**src/rtl/tmp2_scheduler.sv**
```systemverilog
// tmp2_scheduler: holds pending software-reset, threshold-write, one-shot and
// periodic update requests and issues them one at a time to the tmp2
// controller over a level-request / busy handshake. It latches each completed
// temperature reading and flags transactions that stall.
// Optional build macro TMP2_SCHED_ALARM_EN adds alarm_o driven by LOW/HIGH
// threshold shadows.
module tmp2_scheduler #(
  parameter int unsigned POLL_CYCLES    = 100_000_000,
  parameter int unsigned GAP_CYCLES     = 256,
  parameter int unsigned TIMEOUT_CYCLES = 1_048_576
) (
  input  logic        clk,
  input  logic        rst,
  input  logic        enable,
  input  logic        host_sw_rst,
  input  logic        host_one_shot,
  input  logic        host_wr_valid,
  input  logic [1:0]  host_wr_target,
  input  logic [15:0] host_wr_data,
  output logic        host_wr_ready,
  input  logic        host_clr_err,
  input  logic        t_busy,
  input  logic        t_valid,
  input  logic [15:0] t_temperature,
  output logic        t_sw_rst,
  output logic        t_update,
  output logic        t_one_shot,
  output logic        t_write_temperature,
  output logic [1:0]  t_write_temp_target,
  output logic [15:0] t_temperature_i,
  output logic [15:0] temp_o,
  output logic        temp_valid,
  output logic        timeout_o,
`ifdef TMP2_SCHED_ALARM_EN
  output logic [1:0]  alarm_o,
`endif
  output logic        sched_busy
);

  localparam int POLL_W = (POLL_CYCLES > 1) ? $clog2(POLL_CYCLES) : 1;
  localparam int GAP_W  = $clog2(GAP_CYCLES + 1);
  localparam int TO_W   = $clog2(TIMEOUT_CYCLES + 1);
  localparam logic [POLL_W-1:0] POLL_LAST = POLL_W'(POLL_CYCLES - 1);
  localparam logic [GAP_W-1:0]  GAP_LAST  = GAP_W'(GAP_CYCLES - 1);
  localparam logic [TO_W-1:0]   TO_LAST   = TO_W'(TIMEOUT_CYCLES - 1);

  typedef enum logic [2:0] {
    S_IDLE, S_ISSUE, S_WAIT_ACCEPT, S_WAIT_DONE, S_COMPLETE
  } state_t;

  typedef enum logic [1:0] {CMD_RST, CMD_WR, CMD_ONE, CMD_UPD} cmd_t;

  state_t            state, state_d;
  cmd_t              cmd_q, pick_cmd;
  logic              rst_p, one_p, poll_p;
  logic [3:0]        wr_p;
  logic [15:0]       wr_val [4];
  logic [POLL_W-1:0] poll_cnt;
  logic [GAP_W-1:0]  gap_cnt;
  logic [TO_W-1:0]   to_cnt;
  logic              pick_valid, take, wr_accept, poll_wrap;
  logic [1:0]        pick_tgt;
  logic              timeout_hit, req_on, got_reading;

  assign wr_accept     = host_wr_valid & ~wr_p[host_wr_target];
  assign host_wr_ready = ~rst & ~wr_p[host_wr_target];
  assign poll_wrap     = enable && (poll_cnt == POLL_LAST);
  assign take          = (state == S_IDLE) && pick_valid;
  assign sched_busy    = (state != S_IDLE);
  assign got_reading   = (state == S_COMPLETE) && (cmd_q == CMD_UPD) && t_valid;

  // Request is raised in ISSUE and held until tmp2 reports busy; it drops
  // combinationally so tmp2 never sees it after starting the command.
  assign req_on              = (state == S_ISSUE) || ((state == S_WAIT_ACCEPT) && !t_busy);
  assign t_sw_rst            = req_on && (cmd_q == CMD_RST);
  assign t_write_temperature = req_on && (cmd_q == CMD_WR);
  assign t_one_shot          = req_on && (cmd_q == CMD_ONE);
  assign t_update            = req_on && (cmd_q == CMD_UPD);

  // Fixed-priority pick: sw reset, writes (lowest target first), one-shot, poll.
  // NOTE: every always_comb output gets a default first so no latch is inferred.
  always_comb begin
    pick_valid = rst_p | (|wr_p) | one_p | poll_p;
    pick_cmd   = CMD_UPD;
    pick_tgt   = 2'd0;
    for (int i = 3; i >= 0; i--) begin
      if (wr_p[i]) pick_tgt = 2'(i);
    end
    if (rst_p)        pick_cmd = CMD_RST;
    else if (|wr_p)   pick_cmd = CMD_WR;
    else if (one_p)   pick_cmd = CMD_ONE;
  end

  // Pending flags: the picked flag clears on entry to ISSUE; a set on the
  // same edge is written later in the block and therefore wins.
  // NOTE: sequential state uses non-blocking assignments so every flop
  // samples pre-edge values regardless of statement order across blocks.
  always_ff @(posedge clk or posedge rst) begin
    if (rst) begin
      rst_p  <= 1'b0;
      one_p  <= 1'b0;
      poll_p <= 1'b0;
      wr_p   <= '0;
    end else begin
      if (take) begin
        unique case (pick_cmd)
          CMD_RST: rst_p          <= 1'b0;
          CMD_WR:  wr_p[pick_tgt] <= 1'b0;
          CMD_ONE: one_p          <= 1'b0;
          default: poll_p         <= 1'b0;
        endcase
      end
      if (host_sw_rst)   rst_p                <= 1'b1;
      if (host_one_shot) one_p                <= 1'b1;
      if (poll_wrap)     poll_p               <= 1'b1;
      if (wr_accept)     wr_p[host_wr_target] <= 1'b1;
    end
  end

  // Write data holding registers, loaded when a write is accepted.
  // NOTE: no reset on this storage; a slot is only read while its pending
  // flag is set, and that flag is reset.
  always_ff @(posedge clk) begin
    if (wr_accept) wr_val[host_wr_target] <= host_wr_data;
  end

  // Poll timer: free-runs while enabled, holds otherwise.
  always_ff @(posedge clk or posedge rst) begin
    if (rst)            poll_cnt <= '0;
    else if (poll_wrap) poll_cnt <= '0;
    else if (enable)    poll_cnt <= poll_cnt + 1'b1;
  end

  // FSM state register.
  always_ff @(posedge clk or posedge rst) begin
    if (rst) state <= S_IDLE;
    else     state <= state_d;
  end

  // FSM next state: gap filter ends a command, timeout aborts it.
  always_comb begin
    state_d     = state;
    timeout_hit = 1'b0;
    unique case (state)
      S_IDLE:        if (pick_valid) state_d = S_ISSUE;
      S_ISSUE:       state_d = S_WAIT_ACCEPT;
      S_WAIT_ACCEPT: begin
        if (t_busy) begin
          state_d = S_WAIT_DONE;
        end else if (to_cnt == TO_LAST) begin
          timeout_hit = 1'b1;
          state_d     = S_IDLE;
        end
      end
      S_WAIT_DONE: begin
        if (!t_busy && (gap_cnt == GAP_LAST)) begin
          state_d = S_COMPLETE;
        end else if (to_cnt == TO_LAST) begin
          timeout_hit = 1'b1;
          state_d     = S_IDLE;
        end
      end
      S_COMPLETE:    state_d = S_IDLE;
      default:       state_d = S_IDLE;
    endcase
  end

  // Timeout and busy-low gap counters, cleared on entry to each wait state.
  always_ff @(posedge clk or posedge rst) begin
    if (rst) begin
      to_cnt  <= '0;
      gap_cnt <= '0;
    end else begin
      unique case (state)
        S_ISSUE: to_cnt <= '0;
        S_WAIT_ACCEPT: begin
          if (t_busy) begin
            to_cnt  <= '0;
            gap_cnt <= '0;
          end else begin
            to_cnt <= to_cnt + 1'b1;
          end
        end
        S_WAIT_DONE: begin
          to_cnt  <= to_cnt + 1'b1;
          gap_cnt <= t_busy ? '0 : gap_cnt + 1'b1;
        end
        default: ;
      endcase
    end
  end

  // Command, write target and write data captured on entry to ISSUE and held
  // until the next command is picked.
  always_ff @(posedge clk or posedge rst) begin
    if (rst) begin
      cmd_q               <= CMD_RST;
      t_write_temp_target <= 2'd0;
      t_temperature_i     <= 16'd0;
    end else if (take) begin
      cmd_q <= pick_cmd;
      if (pick_cmd == CMD_WR) begin
        t_write_temp_target <= pick_tgt;
        t_temperature_i     <= wr_val[pick_tgt];
      end
    end
  end

  // Latch completed update readings and pulse temp_valid.
  always_ff @(posedge clk or posedge rst) begin
    if (rst) begin
      temp_o     <= 16'd0;
      temp_valid <= 1'b0;
    end else begin
      temp_valid <= got_reading;
      if (got_reading) temp_o <= t_temperature;
    end
  end

  // Sticky timeout flag; a new timeout beats a simultaneous clear.
  always_ff @(posedge clk or posedge rst) begin
    if (rst)               timeout_o <= 1'b0;
    else if (timeout_hit)  timeout_o <= 1'b1;
    else if (host_clr_err) timeout_o <= 1'b0;
  end

`ifdef TMP2_SCHED_ALARM_EN
  logic [15:0] shadow_low, shadow_high;

  // Threshold shadows follow accepted writes; alarms re-evaluate per reading.
  always_ff @(posedge clk or posedge rst) begin
    if (rst) begin
      shadow_low  <= 16'd0;
      shadow_high <= 16'd0;
      alarm_o     <= 2'b00;
    end else begin
      if (wr_accept && (host_wr_target == 2'd2)) shadow_low  <= host_wr_data;
      if (wr_accept && (host_wr_target == 2'd3)) shadow_high <= host_wr_data;
      if (got_reading) begin
        alarm_o[1] <= $signed(t_temperature) > $signed(shadow_high);
        alarm_o[0] <= $signed(t_temperature) < $signed(shadow_low);
      end
    end
  end
`endif

endmodule
```
**config.mk**
```make
export PLATFORM = sky130hd
export DESIGN_NAME = tmp2_scheduler
export DESIGN_NICKNAME = d
export VERILOG_FILES = /design/src/rtl/tmp2_scheduler.sv
export SDC_FILE = /design/constraint.sdc
export NUM_CORES = 1
export LEC_CHECK = 0
export CELL_PAD_IN_SITES_DETAIL_PLACEMENT = 1
export CELL_PAD_IN_SITES_GLOBAL_PLACEMENT = 2
export CORE_MARGIN = 1.5
export CORE_UTILIZATION = 39
export CTS_BUF_LIST = sky130_fd_sc_hd__clkbuf_8
export DETAILED_ROUTE_END_ITERATION = 6
export PLACE_DENSITY_LB_ADDON = 0.1
export SLEW_MARGIN = 20
export SYNTH_ARGS = -nofsm -noshare
export SYNTH_HDL_FRONTEND = slang
export SYNTH_SLANG_ARGS = --single-unit
```
**constraint.sdc**
```tcl
create_clock -name clk -period 4.84 [get_ports clk]
set_input_delay 0.968 -clock clk [delete_from_list [all_inputs] [get_ports clk]]
set_output_delay 0.968 -clock clk [all_outputs]
set_load 0.005 [all_outputs]
```
# Word level (Yosys, flattened, before mapping)
# Memory sizes are Yosys's and may differ from the RTL's. A register that Yosys moved wholly into a read port is not among the register bits.
# Index checks and enable logic that the tools add are counted.
# totals
register_bits	89
ram_bits	64
input_bits	43
wordCells	125
mem_count	1
# mem_list
name	depth	word_bits	read_ports	rd_clocked_by_memory_dff	write_ports	line	rtl
wr_val	4	16	1	1	1	57	logic [15:0] wr_val [4];
# op_classes
add_sub_neg	3
n_lt_le_gt_ge	4
n_eq_ne	15
n_mux	45
bitwise_logic	10
reduce_logical	34
# ops
op	count
one-hot mux 21 bit (3 select lines)	1
2-to-1 mux 27 bit	2
adder 27 x 1 -> 27 bit, second input constant	1
== test 27 bit, second input constant	1
adder 21 x 1 -> 21 bit, second input constant	1
== test 21 x 20 -> 1 bit, second input constant	1
2-to-1 mux 21 bit	1
2-to-1 mux 1 bit	20
2-to-1 mux 9 bit	2
one-hot mux 9 bit (2 select lines)	1
nonzero test 2 bit	8
logical AND 1 bit	12
2-to-1 mux 2 bit	6
2-to-1 mux 3 bit	4
2-to-1 mux 4 bit	3
one-hot mux 3 bit (4 select lines)	1
AND reduction 2 bit	5
adder 9 x 1 -> 9 bit, second input constant	1
== test 9 x 8 -> 1 bit, second input constant	1
== test 2 bit, second input constant	3
== test 3 x 2 -> 1 bit, second input constant	2
< comparator 2 x 3 -> 1 bit, second input constant	2
nonzero test 3 bit	2
bitwise AND 4 bit	1
other kinds (20)	29

# Depth between registers and ports, before layout
# Gate-level depths: netlist (run 1).
# logic_depth
depth_word	14
ltp_mapped	9
ltp_nobuf	9

# Worst setup path after synthesis (run 1)
# Ideal clock, no wire load.
# synth_path
kind	input-to-reg
start	in host_wr_target[1]
end	mem wr_val[0][0] (enable)
setup_ns	0.440
arrival_time_ns	2.826
required_ns	4.400
slack_ns	1.573
stages	1
cell_sequence	nor4b_1
# synth_between
elab_chain_cells	6
# synth_rtl
item	line	rtl
from (decl)	18	input logic [1:0] host_wr_target,
binary-select mux 1 bit (select 2 bit)	65	assign wr_accept = host_wr_valid & ~wr_p[host_wr_target];
2-to-1 mux 1 bit (not written as such)	65	
inverter 1 bit	65	
bitwise AND 1 bit	65	
2-to-1 mux 1 bit	124	if (wr_accept) wr_val[host_wr_target] <= host_wr_data;
2-to-1 mux 1 bit (not written as such)	124	
to (decl)	57	
# Several ways; a longest one is shown, not always the timed one. The select of a mux whose other input is x is not followed.

# Final worst setup path (run 1)
# layout_path
start	in t_busy
end	out t_write_temperature
# layout_between
elab_chain_cells	4
# layout_rtl
item	line	rtl
from (decl)	22	input logic t_busy,
logical NOT 1 bit	74	assign req_on = (state == S_ISSUE) || ((state == S_WAIT_ACCEPT) && !t_busy);
logical AND 1 bit	74	
logical OR 1 bit	74	
logical AND 1 bit	76	assign t_write_temperature = req_on && (cmd_q == CMD_WR);
to (decl)	28	output logic t_write_temperature,
# No other way between the ends.

==> results of run 1 <==
## final cells by class
type | instances | area, µm²
multi-input combinational | 371 | 2530
clock inverter | 15 | 153
sequential | 169 | 4550
inverter | 12 | 47.5
clock buffer | 17 | 234
fill | 1882 | 9330
tap | 229 | 287
timing repair buffer | 91 | 893
## metrics by stage
stage	instance area (µm²)	power (µW)	hold slack, ps	cells
final	8700	2960	497	904
after global routing	8700	3110	524	904
after CTS	8700	3000	502	904
after detailed placement	8310	2000	479	872
after global placement	8310	1990	462	872
after floorplan	7200	1860	449	576
## worst reg2reg max path: stages, from the launching register on
cell and delay, ps:
dfrtp_1 630, nor2b_1 110, o21bai_2 800, mux2_2 430, a222oi_1 380, a21oi_1 130
## power breakdown
group	total (µW)	switching (µW)	internal [µW]
Combinational	312	150	163
Sequential	1650	91.3	1560
Clock	990	562	428
Total	2960	803	2150
## logic make-up (layout without fill, tap and decap cells)
group / count (synthesis) / in the layout / synth area share
compound gates: 90 / 90 / 0.0826
xor+xnor: 37 / 37 / 0.0450
fa+ha+maj: 4 / 4 / 0.00696
buf+inv: 36 / 135 / 0.0231
flops: 169 / 169 / 0.632
mux: 34 / 34 / 0.0548
simple gates: 206 / 206 / 0.155
## state kept, by name, summed over array words and instances (netlist names), 3 cells and up
name             count
poll_cnt            27
gap_cnt              9
t_temperature_i     16
temp_o              16
wr_val              64
to_cnt              21
state                3
wr_p                 4
## path summary, 6_finish.rpt
check / from / to / slack (ps) / cells after the start
worst max-delay path: t_busy / t_write_temperature / 940 / 5
worst min-delay path: poll_cnt[25] / poll_cnt[25] / 500 / 1
worst max register to register: wr_p[2] / t_temperature_i[13] / 2220 / 5
worst min register to register: poll_cnt[25] / poll_cnt[25] / 500 / 1
max in group asynchronous: rst / state[1] / 2900 / 3
min in group asynchronous: rst / t_temperature_i[9] / 1080 / 2
## synthesized netlist by cell type, types with 4 or more instances
cell type	count
dfrtp_1	105
edfxtp_1	64
nor2_1	61
mux2_2	33
nand2_1	33
a21oi_1	28
o21ai_0	24
xnor2_1	20
xor2_1	17
a222oi_1	16
nand4_1	16
nor3_1	15
nand3_1	13
inv_1	12
and3_1	11
clkbuf_1	10
buf_2	9
and4_1	8
or3_1	8
nor2b_1	7
a21o_1	5
and2_1	5
nand2b_1	5
ha_1	4
## routing by layer
metal,share of wire,track usage
met1,0.46,0.247
met5,0,0
met4,0.0091,0.0521
met3,0.038,0.0459
met2,0.50,0.303
==> metrics.txt, run 1 <==
status finished clean; number of gates resized after CTS 0; width of the die around 140 µm; post-synthesis cell area between 7000 and 8000 µm²; Seq/Total Area, Yosys 0.632; RSZ-0062 raised after global routing false; Synth Net Count 623; postcts setup bufs 0; top cells by area, synth dfrtp_1 37%, edfxtp_1 27%, mux2_2 5.2%; critical path class in2out; routed len/inst between 15 and 20 µm; port buffer count 84; Die H around 140 µm; # diodes 0; CP required between 3000 and 4000 ps; min cycle time layout between 3000 and 4000 ps; vias per cell around 5.3; number of global-route vias before repair around 5300; commonest non-fill, non-tap cell in the layout dfrtp_1; total track usage 0.186; Syn Area/Cell between 10 and 15 µm²; Synth area leader dfrtp_1; NumNets Final 709; Period Utilization, post-route 0.806; first-pass GRT wire length between 20000 and 30000 µm; min-delay worst type reg2reg; std cell rows a little under 50; asr flop ratio synth 0.621; WP buf/inv 2; initial antenna violation count 0; Critical Path, Cell by Cell clkdlybuf4s50_1 -> or3b_2 -> a21o_1 -> nor3b_1 -> clkdlybuf4s50_1; final setup fails 0; Final GP Congestion between 0.7 and 0.8; Gate Count Post-Synth approximately 580; total CTS buffers 17; CP peak stage delay 530 ps; f_max around 0.26 GHz; aggregate negative setup slack 0 ps; maxcap violations 0; Fin. Hold Viols 0; VDD IR max 165 µV; starting density of the core 0.399; CTS clk-pin slew, worst paths ~90 ps; startpoint class of the critical path input pin; total core area 18000 µm²; final core occ 0.482; Synth cell types 53; Final WS setup between 900 and 1000 ps; I/O pins between 80 and 90; max-slew violation count 0; CP max FO 8; antenna viol nets, final 0; commonest non-fill, non-tap cells in the layout 105 x dfrtp_1, 84 x clkdlybuf4s50_1, 64 x edfxtp_1; slowest CP cell clkdlybuf4s50_1; CTS Buffer Depth 2; CP top delay family buffers and inverters; area delta synth->final 20.8%; Crit. End Element output port; clk_skew between 15 and 20 ps; DRC marker count from the first detailed-route iteration 236; 1st-pass router iterations 5; number of synthesized flops with an enable pin 64; dpl hpwl around 11000 µm; largest net degree at the start of global routing 69; hold_buf cts 0; Overflow after GRT 0; Seq cells post-synth approximately 170; Worst Path Arrival 2930 ps; prevailing post-synth register cell dfrtp_1; Place WS a little over 900 ps; layout cells sized above 1 0.130; Leak Pwr 0.00340 µW; Least-Margin Pin Slew ~1100 ps; total clock sinks around 170; DRC viols 0; vias after detailed routing between 4000 and 5000; worst skew pair latency 460 ps; synthesis warning total 0; post-synth top area share 0.365; power per standard cell area 340 nW/µm²; clock root buffer clkbuf_8; slew margin rel. 0.276; final wirelength 16800 µm; Critical Path Most Common Cell clkdlybuf4s50_1; CTS tree done; Die ar. just under 20000 µm²; Clock H-tree levels 4
(Power assumes the default switching activity.)
==> inputs of run 2 (changes only) <==
--- a/config.mk
+++ b/config.mk
@@ -8,7 +8,7 @@
 export CELL_PAD_IN_SITES_DETAIL_PLACEMENT = 1
 export CELL_PAD_IN_SITES_GLOBAL_PLACEMENT = 2
 export CORE_MARGIN = 1.5
-export CORE_UTILIZATION = 39
+export CORE_UTILIZATION = 36
 export CTS_BUF_LIST = sky130_fd_sc_hd__clkbuf_8
 export DETAILED_ROUTE_END_ITERATION = 6
 export PLACE_DENSITY_LB_ADDON = 0.1
==> constraint.sdc (replaced) <==
create_clock -name clk -period 3.55 [get_ports clk]
set_input_delay 0.71 -clock clk [delete_from_list [all_inputs] [get_ports clk]]
set_output_delay 0.71 -clock clk [all_outputs]
set_load 0.005 [all_outputs]
==> run 2 against run 1 <==
Net effect: clock power is 42% higher; total power is 39% higher; highest routed layer unchanged; worst hold slack worse by 8.3 ps; clock-buffer cell count stayed put; worst setup slack worse by 650 ps; via count is 1.7% higher; routed wire length is 1.3% higher; global-route usage is 1.2 points lower; largest cell class unchanged; sequential power is 35% higher; register-to-register slack worse by 980 ps.
==> metrics.txt, run 2 (synthesis gave the netlist of run 1 again) <==
status finished clean; Multi-input gate area roughly 2500 µm²; CP required 2840 ps; clock share of power 0.344; worst skew pair latency ~460 ps; CP top delay family buffers and inverters; CP max FO 4; Period Utilization, post-route 0.918; WL met3 roughly 440 µm; final wirelength around 17000 µm; aggregate negative setup slack 0 ps; NumNets Final between 700 and 800; power per standard cell area 465 nW/µm²; Overflow after GRT 0; largest net degree at the start of global routing 45; RSZ-0062 raised after global routing false; met2 wire length 8690 µm; dpl hpwl about 11000 µm; Least-Margin Pin Slew approximately 950 ps; sum of routed wire segments on met1 7710 µm; f_max ~0.3 GHz; vias after detailed routing 4868; min cycle time layout 3260 ps; commonest non-fill, non-tap cells in the layout 105 x dfrtp_1, 84 x clkdlybuf4s50_1, 64 x edfxtp_1; Seq pwr share 0.543; total CTS buffers 17; clk_skew 19.9 ps; startpoint class of the critical path input pin; number of global-route vias before repair 5207; Logic pwr share 0.113; number of gates resized after CTS 0; first-pass GRT wire length approximately 27000 µm; top layer in use met4; DRC viols 0; Largest register FFs 64; I/O pins 85; min-delay worst type reg2reg; cell-internal power approximately 3000 µW; total track usage 0.173; Clock H-tree levels 4; std cell rows between 50 and 60; port buffer count 84; VDD IR max 260 µV; initial antenna violation count 0; WP buf/inv 2; DRC marker count from the first detailed-route iteration ~270; total core area 19500 µm²; clock root buffer clkbuf_8; CTS clk-pin slew, worst paths 110 ps; Worst Path Arrival around 2600 ps; total clock sinks between 150 and 200; Top reg by flops wr_val; CTS tree done; Filler cells approximately 2100; Fin. Hold Viols 0; maxcap violations 0; slowest CP cell clkdlybuf4s50_1; Regs by FF count wr_val: 64 flops, poll_cnt: 27 flops, to_cnt: 21 flops; max-slew violation count 0; routed len/inst around 18 µm; Die ar. 20800 µm²; postcts setup bufs 0; CTS Buffer Depth 2; Crit. End Element output port; 1st-pass router iterations 5; Leak Pwr 0.00344 µW; Critical Path Most Common Cell clkdlybuf4s50_1; final core occ 0.453; antenna viol nets, final 0; width of the die about 140 µm; Switch Pwr between 1000 and 1500 µW; Inst Count DP between 900 and 1000; area delta synth->final 22.8%; Critical Path, Cell by Cell clkdlybuf4s50_1 -> or3b_2 -> a21o_1 -> nor3b_1 -> clkdlybuf4s50_1; critical path class in2out; commonest non-fill, non-tap cell in the layout dfrtp_1; Sw Share 0.289; register area about 4500 µm²; Final GP Congestion 0.747; slew margin rel. 0.370; hold_buf cts 0; vias per cell just over 5; # diodes 0; CP peak stage delay between 500 and 600 ps; Die H about 140 µm; starting density of the core 0.369; final setup fails 0; layout cells sized above 1 0.143; Finished Layout Cells around 950
[run 2: path summary, 6_finish.rpt]
kind                                  from                   to  slack (ps)  cells past startpoint
worst min-delay path            gap_cnt[7]           gap_cnt[7]         490                      1
max in group asynchronous              rst              wr_p[0]        2130                      3
worst min register to register  gap_cnt[7]           gap_cnt[7]         490                      1
worst max register to register    state[0]   t_temperature_i[5]        1240                      5
min in group asynchronous              rst           to_cnt[13]         690                      2
worst max-delay path                t_busy  t_write_temperature         290                      5
[run 2: final cells by class]
class | count | share of cell area
clock buffers | 17 | 0.0265
clock inverters | 15 | 0.0222
inverters | 12 | 0.00538
multi-input cells | 371 | 0.285
flip-flops and latches | 169 | 0.515
well taps | 265 | 0.0375
repair buffers | 99 | 0.109
[run 2: power by group through the flow]
stage | registers (µW) | clock network [µW] | logic [µW]
floorplan | 2250 | 0 | 289
global placement | 2260 | 0 | 459
detailed placement | 2270 | 0 | 476
CTS | 2230 | 1480 | 478
global route | 2250 | 1540 | 522
finish | 2230 | 1410 | 465
[run 2: layer usage]
layer  vias up  GRT usage
li1       2300          -
met1      2501      0.219
met2        57      0.301
met3        10     0.0318
met4         0     0.0558
met5         -          0
[run 2: through the flow]
step / cell area, µm² / hold slack (ps) / power (µW) / setup slack [ps]
floorplan: 7200 / 449 / 2540 / 79.5
global placement: 8410 / 464 / 2720 / 300
detailed placement: 8410 / 476 / 2750 / 278
CTS: 8840 / 493 / 4190 / 267
global route: 8840 / 527 / 4300 / 188
finish: 8840 / 489 / 4110 / 291
